[src/rtl/uart_receiver.sv]
// uart_receiver: 8N1 UART receiver, LSB first, mid-bit sampling, framing-error strobe.
// Define UART_RX_PARITY_EN for an even-parity bit after data bit 7 and an o_rx_parity_err strobe.
module uart_receiver #(
    parameter int clks_per_bit = 868
) (
    input  logic       clk,
    input  logic       reset,
    input  logic       i_rx,
    output logic [7:0] o_rx_data,
    output logic       o_rx_valid,
    output logic       o_rx_frame_err,
`ifdef UART_RX_PARITY_EN
    output logic       o_rx_parity_err,
`endif
    output logic       o_rx_busy
);
    localparam int CW = $clog2(clks_per_bit);
    localparam logic [CW-1:0] LAST = CW'(clks_per_bit - 1);
    localparam logic [CW-1:0] HALF = CW'((clks_per_bit - 1) / 2);

`ifdef UART_RX_PARITY_EN
    typedef enum logic [2:0] {IDLE, START, DATA, PARITY, STOP} state_t;
`else
    typedef enum logic [1:0] {IDLE, START, DATA, STOP} state_t;
`endif

    state_t        r_state, w_next;
    logic [CW-1:0] r_count, w_count;
    logic [2:0]    r_index, w_index;
    logic [7:0]    r_shift, w_shift;
    logic [7:0]    r_data, w_data;
    logic          r_valid, w_valid;
    logic          r_ferr, w_ferr;
    logic          r_rx_m, r_rx_s, r_prev;
    logic          w_par_bad;
`ifdef UART_RX_PARITY_EN
    logic          r_par, w_par;
    logic          r_perr, w_perr;
    assign w_par_bad       = ^{r_shift, r_par};
    assign o_rx_parity_err = r_perr;
`else
    assign w_par_bad = 1'b0;
`endif

    assign o_rx_data      = r_data;
    assign o_rx_valid     = r_valid;
    assign o_rx_frame_err = r_ferr;
    assign o_rx_busy      = (r_state != IDLE);

    always_ff @(posedge clk or posedge reset) begin
        if (reset) begin
            r_state <= IDLE;
            r_count <= '0;
            r_index <= '0;
            r_shift <= '0;
            r_data  <= '0;
            r_valid <= 1'b0;
            r_ferr  <= 1'b0;
            r_rx_m  <= 1'b1;
            r_rx_s  <= 1'b1;
            r_prev  <= 1'b1;
`ifdef UART_RX_PARITY_EN
            r_par   <= 1'b0;
            r_perr  <= 1'b0;
`endif
        end else begin
            r_state <= w_next;
            r_count <= w_count;
            r_index <= w_index;
            r_shift <= w_shift;
            r_data  <= w_data;
            r_valid <= w_valid;
            r_ferr  <= w_ferr;
            r_rx_m  <= i_rx;
            r_rx_s  <= r_rx_m;
            r_prev  <= r_rx_s;
`ifdef UART_RX_PARITY_EN
            r_par   <= w_par;
            r_perr  <= w_perr;
`endif
        end
    end

    always_comb begin
        w_next  = r_state;
        w_count = r_count + 1'b1;
        w_index = r_index;
        w_shift = r_shift;
        w_data  = r_data;
        w_valid = 1'b0;
        w_ferr  = 1'b0;
`ifdef UART_RX_PARITY_EN
        w_par   = r_par;
        w_perr  = 1'b0;
`endif
        case (r_state)
            IDLE: begin
                w_count = '0;
                w_index = '0;
                w_next  = (r_prev && !r_rx_s) ? START : IDLE;
            end
            START: if (r_count == HALF) begin
                w_count = '0;
                w_next  = r_rx_s ? IDLE : DATA;
            end
            DATA: if (r_count == LAST) begin
                w_count          = '0;
                w_shift[r_index] = r_rx_s;
                w_index          = r_index + 1'b1;
`ifdef UART_RX_PARITY_EN
                w_next           = (r_index == 3'd7) ? PARITY : DATA;
`else
                w_next           = (r_index == 3'd7) ? STOP : DATA;
`endif
            end
`ifdef UART_RX_PARITY_EN
            PARITY: if (r_count == LAST) begin
                w_count = '0;
                w_par   = r_rx_s;
                w_next  = STOP;
            end
`endif
            STOP: if (r_count == LAST) begin
                w_count = '0;
                w_next  = IDLE;
                w_ferr  = !r_rx_s;
                w_valid = r_rx_s && !w_par_bad;
                w_data  = w_valid ? r_shift : r_data;
`ifdef UART_RX_PARITY_EN
                w_perr  = w_par_bad;
`endif
            end
            default: w_next = IDLE;
        endcase
    end
endmodule
[config.mk]
export PLATFORM = sky130hd
export DESIGN_NAME = uart_receiver
export DESIGN_NICKNAME = d
export VERILOG_FILES = /design/src/rtl/uart_receiver.sv
export SDC_FILE = /design/constraint.sdc
export NUM_CORES = 1
export LEC_CHECK = 0
export CORE_MARGIN = 2
export CORE_UTILIZATION = 50
export DETAILED_ROUTE_END_ITERATION = 8
export PLACE_DENSITY_LB_ADDON = 0.15
export SLEW_MARGIN = 10
export SYNTH_ARGS = -nofsm -noshare
export SYNTH_HDL_FRONTEND = slang
export SYNTH_SLANG_ARGS = --single-unit
[constraint.sdc]
create_clock -name clk -period 1.8 [get_ports clk]
set_input_delay 0.27 -clock clk [delete_from_list [all_inputs] [get_ports clk]]
set_output_delay 0.27 -clock clk [all_outputs]
set_load 0.1 [all_outputs]
==> flow_summary.ini, run 1 <==
[outcome]
status = finished with violations
violations = negative setup slack

[cells_and_area]
final_area_um2 = 2220
fill_cells = 247
final_core_util_pct = 67.5
areaGrowthSynthToFinish_pct = 30.7
fin_nets = 175
antenna_cells = 0
drive_gt1_share_pct = 42.6

[timing]
holdWs_ns = 0.274
max_freq_mhz = 541
setup_viol = 16
finalClockSkew_ns = 0.0153
relSlewSlack_pct = 64.6
worstMarginPinSlew_ns = 0.524
rsz0062_at_grt = yes
post-route-worst-setup-slack_ns = -0.0500
final.period_utilization_pct = 103
hold_viol = 0
slew_viol_final = 0
period_needed_ns = 1.85

[placement]
dp_hpwl_mm = 2.30
gp_congestion = 0.761
dpl_cell_area_um2 = 1990
port-buffer-count = 13

[synthesis]
ys_ff_latch = 36
synth.most_common_cell = dfrtp_1
seq_area_frac_synth_pct = 53.4
synthTopCellsByCount = 33 x dfrtp_1, 13 x nor2_1, 8 x mux2_4
syn_area_um2 = 1700
synth_cell_types = 39
netlist_instances = 132
async_flop_share_pct = 100
yosys-top-cells-area = dfrtp_1 49%, mux2_4 7.1%, dfstp_2 4.6%
synth_area_per_cell_um2 = 12.8
syn-num-nets = 139
yosys_warnings = 0
ys.flop_type = dfrtp_1
synth_largest_type_area_fraction_pct = 48.7
yosys.area.top_type = dfrtp_1
synth_edf_count = 0

[power]
power.density_nw_per_um2 = 1010
p_switching_w = 0.000537
peakVddDrop_uv = 601
internal_power_w = 0.00169
comb_power_share_pct = 20.3
p_sw_share_pct = 24.1
p_seq_share_pct = 42.3
leakage_nw = 1.06
pwr-share-clk_pct = 37.4

[floorplanning]
start_util_pct = 51.6
die_area_um2 = 3870
num_rows = 21
dieHeight_um = 62.2
coreArea_um2 = 3280
io-pin-count = 14
die_x_um = 62.2

[clock_network]
clock_path_buffers = 2
cts_hold_buf = 0
htreeDepth = 2
cts_root_buf = clkbuf_4
insertion_delay_ns = 0.33
clk_pin_slew_ns = 0.11
cts_made_buffers = 5
cts_sinks = 36
cts_tree = yes

[routing]
wire_per_inst_um = 15.2
ant_nets = 0
drtIter0Drc = 28
routed-wl-met2_mm = 1.75
met1_length_mm = 1.44
dr.pass1.iters = 4
routed_wirelength_mm = 3.27
wl_met3_um = 75
routed.top_layer = met3
viasPerCell = 5.37
post-route-drc-count = 0
vias = 1154

[grt]
grt_use_total_pct = 19.1
grt_pass1_vias = 1211
grt_pass1_wl_mm = 5.79
antenna_found_initial = 0
grt_max_degree = 21
gr-total-overflow = 0

[critical_path]
start_kind = flip-flop
crit_required_ns = 2.02
critPathMaxFanout = 5
end_kind = flip-flop
critical_path_class = flip-flop to flip-flop
critical_path_arrival_ns = 2.07

[min_path]
hp-class = input port to asynchronous set/reset pin

[run]
max_cap_viol_count = 0
[logic make-up after synthesis]
logic type,share of synthesized area (%)
AO/OA/AOI/OAI,4.06
AND/OR/NAND/NOR,18.6
adder cells (fa/ha/maj),2.95
XOR/XNOR,4.13
multiplexers,14.4
buffers and inverters,2.51
flip-flops,53.4
[critical path: stages, from the launching register on]
cell	delay, ns
dfrtp_1	0.40
or3b_4	0.43
or3_4	0.41
nor2_8	0.18
mux2_4	0.32
[state kept, by name, indices dropped and copies added, names as in the netlist, named ones only]
register,cells
o_rx_valid,1
r_rx_m,1
r_rx_s,1
o_rx_frame_err,1
r_state,1
r_count,10
r_index,3
r_shift,8
o_rx_data,8
r_prev,1
[per-layer routing]
metal  GRT usage (%)  vias to the layer above
li1                -                      543
met1            23.4                      592
met2            33.2                       19
met3            5.98                        0
met4            4.17                        0
met5               0                        -
[path summary, 6_finish.rpt]
check                                     start                       end  slack, ns  depth (start not counted)
max in group asynchronous                 reset  o_rx_data[3]$_DFFE_PP0P_       1.05                          3
max reg2reg                r_count[3]$_DFF_PP0_  o_rx_data[3]$_DFFE_PP0P_      -0.05                          4
min reg2reg                    r_rx_m$_DFF_PP1_          r_rx_s$_DFF_PP1_       0.36                          0
min in group clk                           i_rx          r_rx_m$_DFF_PP1_       0.35                          1
max                        r_count[3]$_DFF_PP0_  o_rx_data[3]$_DFFE_PP0P_      -0.05                          4
min                                       reset      r_count[2]$_DFF_PP0_       0.27                          2
[final cells by class]
class / instances / area (um2) / share of cell area, %
tap: 46 / 57.6 / 2.60
sequential: 36 / 905 / 40.8
multi-input combinational: 89 / 837 / 37.8
clock inverter: 3 / 90.1 / 4.07
inverter: 4 / 15.0 / 0.678
timing repair buffer: 32 / 274 / 12.4
clock buffer: 5 / 37.5 / 1.69
[cell usage in the layout (no fill, tap or decap), drive strengths merged, types with 2 or more instances in the layout]
cell	n
a22o	2
a31oi	2
and4	2
and4bb	2
buf	30
bufinv	3
clkbuf	5
clkdlybuf4s50	2
dfrtp	33
dfstp	3
ha	4
inv	4
mux2	17
mux2i	2
nand2	6
nand3	5
nand4	3
nand4b	3
nor2	15
nor3	3
nor3b	2
xnor2	3
xor2	5
[power by group through the flow]
stage | Combinational [W] | Sequential [W] | Clock, W
final | 0.000452 | 0.000944 | 0.000834
after global routing | 0.000506 | 0.000955 | 0.000893
after CTS | 0.000437 | 0.000944 | 0.000850
after detailed placement | 0.000422 | 0.000954 | 0
after global placement | 0.000403 | 0.000947 | 0
after floorplan | 0.000178 | 0.000992 | 0
[metrics by stage]
| step | total power, W | setup WS [ns] | std cells | setup TNS (ns) |
|---|---|---|---|---|
| final | 0.00223 | -0.0500 | 215 | -0.355 |
| after global routing | 0.00235 | -0.113 | 215 | -1.84 |
| after CTS | 0.00223 | -0.0759 | 214 | -0.775 |
| after detailed placement | 0.00138 | -0.156 | 204 | -2.66 |
| after global placement | 0.00135 | -0.0882 | 204 | -1.37 |
| after floorplan | 0.00117 | -0.0911 | 132 | -0.880 |
[timing repair]
| item | in CTS | in global routing |
|---|---|---|
| buffers inserted | 0 | 1 |
| resized for setup | 8 | 6 |
| pin swaps | 1 | 11 |
| endpoints found under the setup margin | 23 | 26 |
| gates cloned | 2 | 0 |
(Power assumes the default switching activity.)
==> inputs of run 2 (changes only) <==
--- a/config.mk
+++ b/config.mk
@@ -5,6 +5,7 @@
 export SDC_FILE = /design/constraint.sdc
 export NUM_CORES = 1
 export LEC_CHECK = 0
+export CORE_ASPECT_RATIO = 1.4
 export CORE_MARGIN = 2
 export CORE_UTILIZATION = 50
 export DETAILED_ROUTE_END_ITERATION = 8
==> run 2 against run 1 <==
Compared with the run above: the run still ends with negative setup slack left; worst hold slack improved by 0.082 ns; first-iteration DRC count decreased by 32%; combinational power increased by 14%; sequential share of layout area increased by 0.14 points; global-route usage increased by 0.97 points; flip-flop and latch count unchanged; non-clock buffer count increased by 4; core utilization decreased by 0.86 points; worst setup slack got worse by 0.019 ns; highest routed layer is now met4.
==> flow_summary.ini, run 2 (synthesized netlist as in run 1, its figures left out) <==
[outcome]
status = finished with violations
violations = negative setup slack

[cells_and_area]
top_register = r_count
final_common_cell = dfrtp_1
drive_gt1_share_pct = 46.5
antenna_cells = 0
largest_register_ffs = 10
final_area_um2 = 2210
areaGrowthSynthToFinish_pct = 30.3
final_cell_mix = 33 x dfrtp_1, 28 x buf_4, 13 x mux2_4, 7 x nor2_2
fin_nets = 178

[routing]
ant_nets = 0
wire_per_inst_um = 15.6
viasPerCell = 5.50
drtIter0Drc = 19
vias = 1166
routed_wirelength_mm = 3.30
dr.pass1.iters = 4
post-route-drc-count = 0

[critical_path]
critical_path_class = flip-flop to flip-flop
reg2reg_slack_ns = -0.07
critical_path_arrival_ns = 2.04
crit_required_ns = 1.97
r2r_start = r_count[1]$_DFF_PP0_
start_kind = flip-flop
ff2ff_path_depth = 7
end_kind = flip-flop
r2r_end = r_shift[7]$_DFFE_PP0P_
critPathMaxFanout = 8

[grt]
antenna_found_initial = 0
gr-total-overflow = 0
grt_pass1_wl_mm = 5.55
grt_use_total_pct = 20.0
grt_pass1_vias = 1208
grt_max_degree = 37

[placement]
dp_hpwl_mm = 2.22
dpl_cell_area_um2 = 1970
gp_congestion = 0.762
port-buffer-count = 13

[timing]
holdWs_ns = 0.356
slew_viol_final = 0
finalClockSkew_ns = 0.00771
max_freq_mhz = 535
period_needed_ns = 1.87
final.period_utilization_pct = 104
worstMarginPinSlew_ns = 0.444
relSlewSlack_pct = 70.4
hold_viol = 0
setup_viol = 22
post-route-worst-setup-slack_ns = -0.0688
rsz0062_at_grt = yes

[min_path]
whs_endpoint = r_rx_s$_DFF_PP1_
worstHoldStart = r_rx_m$_DFF_PP1_
min_path_cells = 0
hp-class = flip-flop to flip-flop

[floorplanning]
coreArea_um2 = 3320
io-pin-count = 14
die_area_um2 = 3880
start_util_pct = 51.1
dieHeight_um = 72.9
num_rows = 25
die_x_um = 53.2

[run]
max_cap_viol_count = 0

[clock_network]
cts_tree = yes
cts_sinks = 36
htreeDepth = 2
cts_hold_buf = 0
cts_made_buffers = 5
cts_root_buf = clkbuf_8
insertion_delay_ns = 0.29
clock_path_buffers = 2
clk_pin_slew_ns = 0.07

[power]
power.density_nw_per_um2 = 928
leakage_nw = 1.06
peakVddDrop_uv = 628
## run 2: changes by cell type in the layout (fill, tap and decap cells not counted), moves of 2 or more
cell,delta
buf_6,+4
bufinv_16,-3
clkbuf_4,-5
clkbuf_8,+6
clkinv_2,+2
nor2_1,-7
nor2_2,+5
nor2_4,+2
## run 2: how the worst max path moves through the flow
stage / from / to / slack, ns
floorplan: r_count[3]$_DFF_PP0_ / o_rx_data[0]$_DFFE_PP0P_ / -0.09
global placement: r_count[3]$_DFF_PP0_ / r_count[2]$_DFF_PP0_ / -0.11
detailed placement: r_count[3]$_DFF_PP0_ / o_rx_data[1]$_DFFE_PP0P_ / -0.14
CTS: r_count[3]$_DFF_PP0_ / o_rx_data[1]$_DFFE_PP0P_ / -0.06
global route: r_count[1]$_DFF_PP0_ / r_shift[7]$_DFFE_PP0P_ / -0.12
finish: r_count[1]$_DFF_PP0_ / r_shift[7]$_DFFE_PP0P_ / -0.07
## run 2: power by group
| part | switching, W | internal (W) | leakage [nW] |
|---|---|---|---|
| clock | 0.000276 | 0.000305 | 0.0510 |
| sequential | 0.0000597 | 0.000893 | 0.474 |
| combinational | 0.000247 | 0.000268 | 0.537 |
## run 2: stage by stage
stage	total power (W)	TNS, ns	setup WS [ns]	instances	utilization (%)
after floorplan	0.00117	-0.880	-0.0911	132	-
after global placement	0.00135	-1.97	-0.111	198	59.4
after detailed placement	0.00137	-2.67	-0.140	198	59.4
after CTS	0.00198	-0.575	-0.0576	211	64.1
after global routing	0.00217	-1.99	-0.122	212	66.6
final	0.00205	-0.493	-0.0688	212	66.6
## run 2: final cells by class
| class | instances | area (um2) |
|---|---|---|
| clock buffer | 6 | 82.6 |
| timing repair buffer | 36 | 307 |
| sequential | 36 | 905 |
| inverter | 4 | 15.0 |
| multi-input combinational | 88 | 840 |
| tap | 40 | 50.0 |
| fill | 251 | 1110 |
| clock inverter | 2 | 10.0 |
## run 2: worst max-delay path: stages, from the launching register on
cell	delay [ns]
dfrtp_1	0.39
ha_4	0.16
nand4bb_4	0.12
buf_6	0.14
nor4_4	0.28
buf_4	0.20
nand4_1	0.13
mux2_4	0.33
## run 2: timing repair
action / CTS / global route
setup buffers: 4 / 1
hold endpoints to repair: 0 / 0
pin swaps: 4 / 9
gates cloned: 1 / 0
endpoints found under the setup margin: 28 / 28
gates resized for setup: 6 / 19
## run 2: per-layer routing
metal,part of all wire [%],GRT usage (%),vias to the layer above
met5,0,0,-
met4,2.3,9.40,0
met3,2.8,5.53,9
met2,56,34.4,21
met1,39,22.3,586
li1,-,-,550
==> inputs of run 3 (changes only) <==
--- a/config.mk
+++ b/config.mk
@@ -7,9 +7,10 @@
 export LEC_CHECK = 0
 export CORE_ASPECT_RATIO = 1.4
 export CORE_MARGIN = 2
-export CORE_UTILIZATION = 50
+export CORE_UTILIZATION = 51
 export DETAILED_ROUTE_END_ITERATION = 8
 export PLACE_DENSITY_LB_ADDON = 0.15
+export SETUP_SLACK_MARGIN = 0.1
 export SLEW_MARGIN = 10
 export SYNTH_ARGS = -nofsm -noshare
 export SYNTH_HDL_FRONTEND = slang
==> run 3 against run 2 <==
Compared with the run above: the run still ends with negative setup slack left; clock skew about the same; critical path depth down 3; combinational power down 12%; core utilization up 3.2 points; die area down 1.8%; critical endpoint is now o_rx_data[7]$_DFFE_PP0P_; largest power group unchanged.
==> flow_summary.ini, run 3 (synthesized netlist as in run 1, its figures left out) <==
[outcome]
status = finished with violations
violations = negative setup slack

[run]
max_cap_viol_count = 0

[timing]
hold_viol = 0
slew_viol_final = 0
worstMarginPinSlew_ns = 0.524
setup_viol = 11
max_freq_mhz = 545
period_needed_ns = 1.84
rsz0062_at_grt = yes
holdWs_ns = 0.357
setup_tns_ns = -0.258
finalClockSkew_ns = 0.00767
final.period_utilization_pct = 102
relSlewSlack_pct = 64.6
post-route-worst-setup-slack_ns = -0.0364

[floorplanning]
start_util_pct = 53.8
dieHeight_um = 72.2
die_x_um = 52.7
num_rows = 24
io-pin-count = 14
coreArea_um2 = 3150
die_area_um2 = 3810

[routing]
post-route-drc-count = 0
wire_per_inst_um = 16.4
viasPerCell = 5.47
drtIter0Drc = 19
vias = 1159
routed_wirelength_mm = 3.47
dr.pass1.iters = 4
ant_nets = 0

[cells_and_area]
top_register = r_count
antenna_cells = 0
areaGrowthSynthToFinish_pct = 29.8
fin_nets = 179
drive_gt1_share_pct = 41.0
final_area_um2 = 2200
final_common_cell = dfrtp_1
final_cell_mix = 33 x dfrtp_1, 32 x buf_4, 13 x nor2_1, 12 x mux2_4, 6 x nand2_1
fill_cells = 231
largest_register_ffs = 10

[grt]
grt_use_total_pct = 21.0
antenna_found_initial = 0
gr-total-overflow = 0
grt_pass1_wl_mm = 5.67
grt_max_degree = 37
grt_pass1_vias = 1227

[placement]
gp_congestion = 0.823
dpl_cell_area_um2 = 1960
dp_hpwl_mm = 2.26
port-buffer-count = 13
dpl_worst_slack_ns = -0.200

[critical_path]
end_kind = flip-flop
critPathMaxFanout = 5
crit_required_ns = 1.99
critical_path_arrival_ns = 2.02
start_kind = flip-flop
critical_path_class = flip-flop to flip-flop

[power]
peakVddDrop_uv = 797
leakage_nw = 1.06
power_w = 0.00211
power.density_nw_per_um2 = 958

[clock_network]
cts_made_buffers = 5
cts_root_buf = clkbuf_8
cts_hold_buf = 0
clock_path_buffers = 2
clk_pin_slew_ns = 0.07
cts_tree = yes
htreeDepth = 2
insertion_delay_ns = 0.30
cts_sinks = 36

[min_path]
hp-class = flip-flop to flip-flop
==> run 3: cell count changes in the layout (fill, tap and decap cells not counted), sizes merged <==
cell / before / now
clkinv: 2 / 1
bufinv: 0 / 1
mux2i: 1 / 2
==> run 3: stage by stage <==
step / instances / util [%]
floorplan: 132 / -
global placement: 196 / 62.1
detailed placement: 196 / 62.1
CTS: 208 / 67.6
global route: 212 / 69.8
finish: 212 / 69.8
==> run 3: path summary, 6_finish.rpt <==
check / startpoint / slack [ns] / end / depth (start not counted)
min in group asynchronous: reset / 0.38 / r_shift[2]$_DFFE_PP0P_ / 3
max in group asynchronous: reset / 1.08 / r_rx_s$_DFF_PP1_ / 3
worst max register to register: r_count[2]$_DFF_PP0_ / -0.04 / o_rx_data[7]$_DFFE_PP0P_ / 4
worst max-delay path: r_count[2]$_DFF_PP0_ / -0.04 / o_rx_data[7]$_DFFE_PP0P_ / 4
worst min register to register: r_rx_m$_DFF_PP1_ / 0.36 / r_rx_s$_DFF_PP1_ / 0
worst min-delay path: r_rx_m$_DFF_PP1_ / 0.36 / r_rx_s$_DFF_PP1_ / 0
==> run 3: area by class of cell <==
cell class              instances  area, um2  area share (%)
clock buffers                   6       72.6            3.30
multi-input cells              89        833            37.9
clock inverters                 2       35.0            1.59
inverters                       4       15.0           0.682
well taps                      39       48.8            2.22
flip-flops and latches         36        905            41.1
repair buffers                 36        292            13.2
==> run 3: what timing repair did <==
action / CTS / global route
buffers inserted: 2 / 4
gates resized for setup: 5 / 6
endpoints found under the setup margin: 29 / 31
gates cloned: 2 / 0
pin swaps: 6 / 6
==> run 3: metal layers <==
| layer | track usage [%] | routed length (um) |
|---|---|---|
| met5 | 0 | 0 |
| met4 | 11.7 | 98 |
| met3 | 6.58 | 101 |
| met2 | 35.6 | 1880 |
| met1 | 22.5 | 1390 |
==> run 3: worst max-delay path: stages (launching register included) <==
cell	delay, ns
dfrtp_1	0.38
or3b_4	0.42
or3_4	0.42
nor2_4	0.19
mux2_4	0.32
==> run 3: power breakdown <==
group	switching [W]	internal, W	total [W]
Sequential	0.0000624	0.000892	0.000955
Combinational	0.000210	0.000242	0.000452
Clock	0.000290	0.000411	0.000701
Total	0.000563	0.00154	0.00211
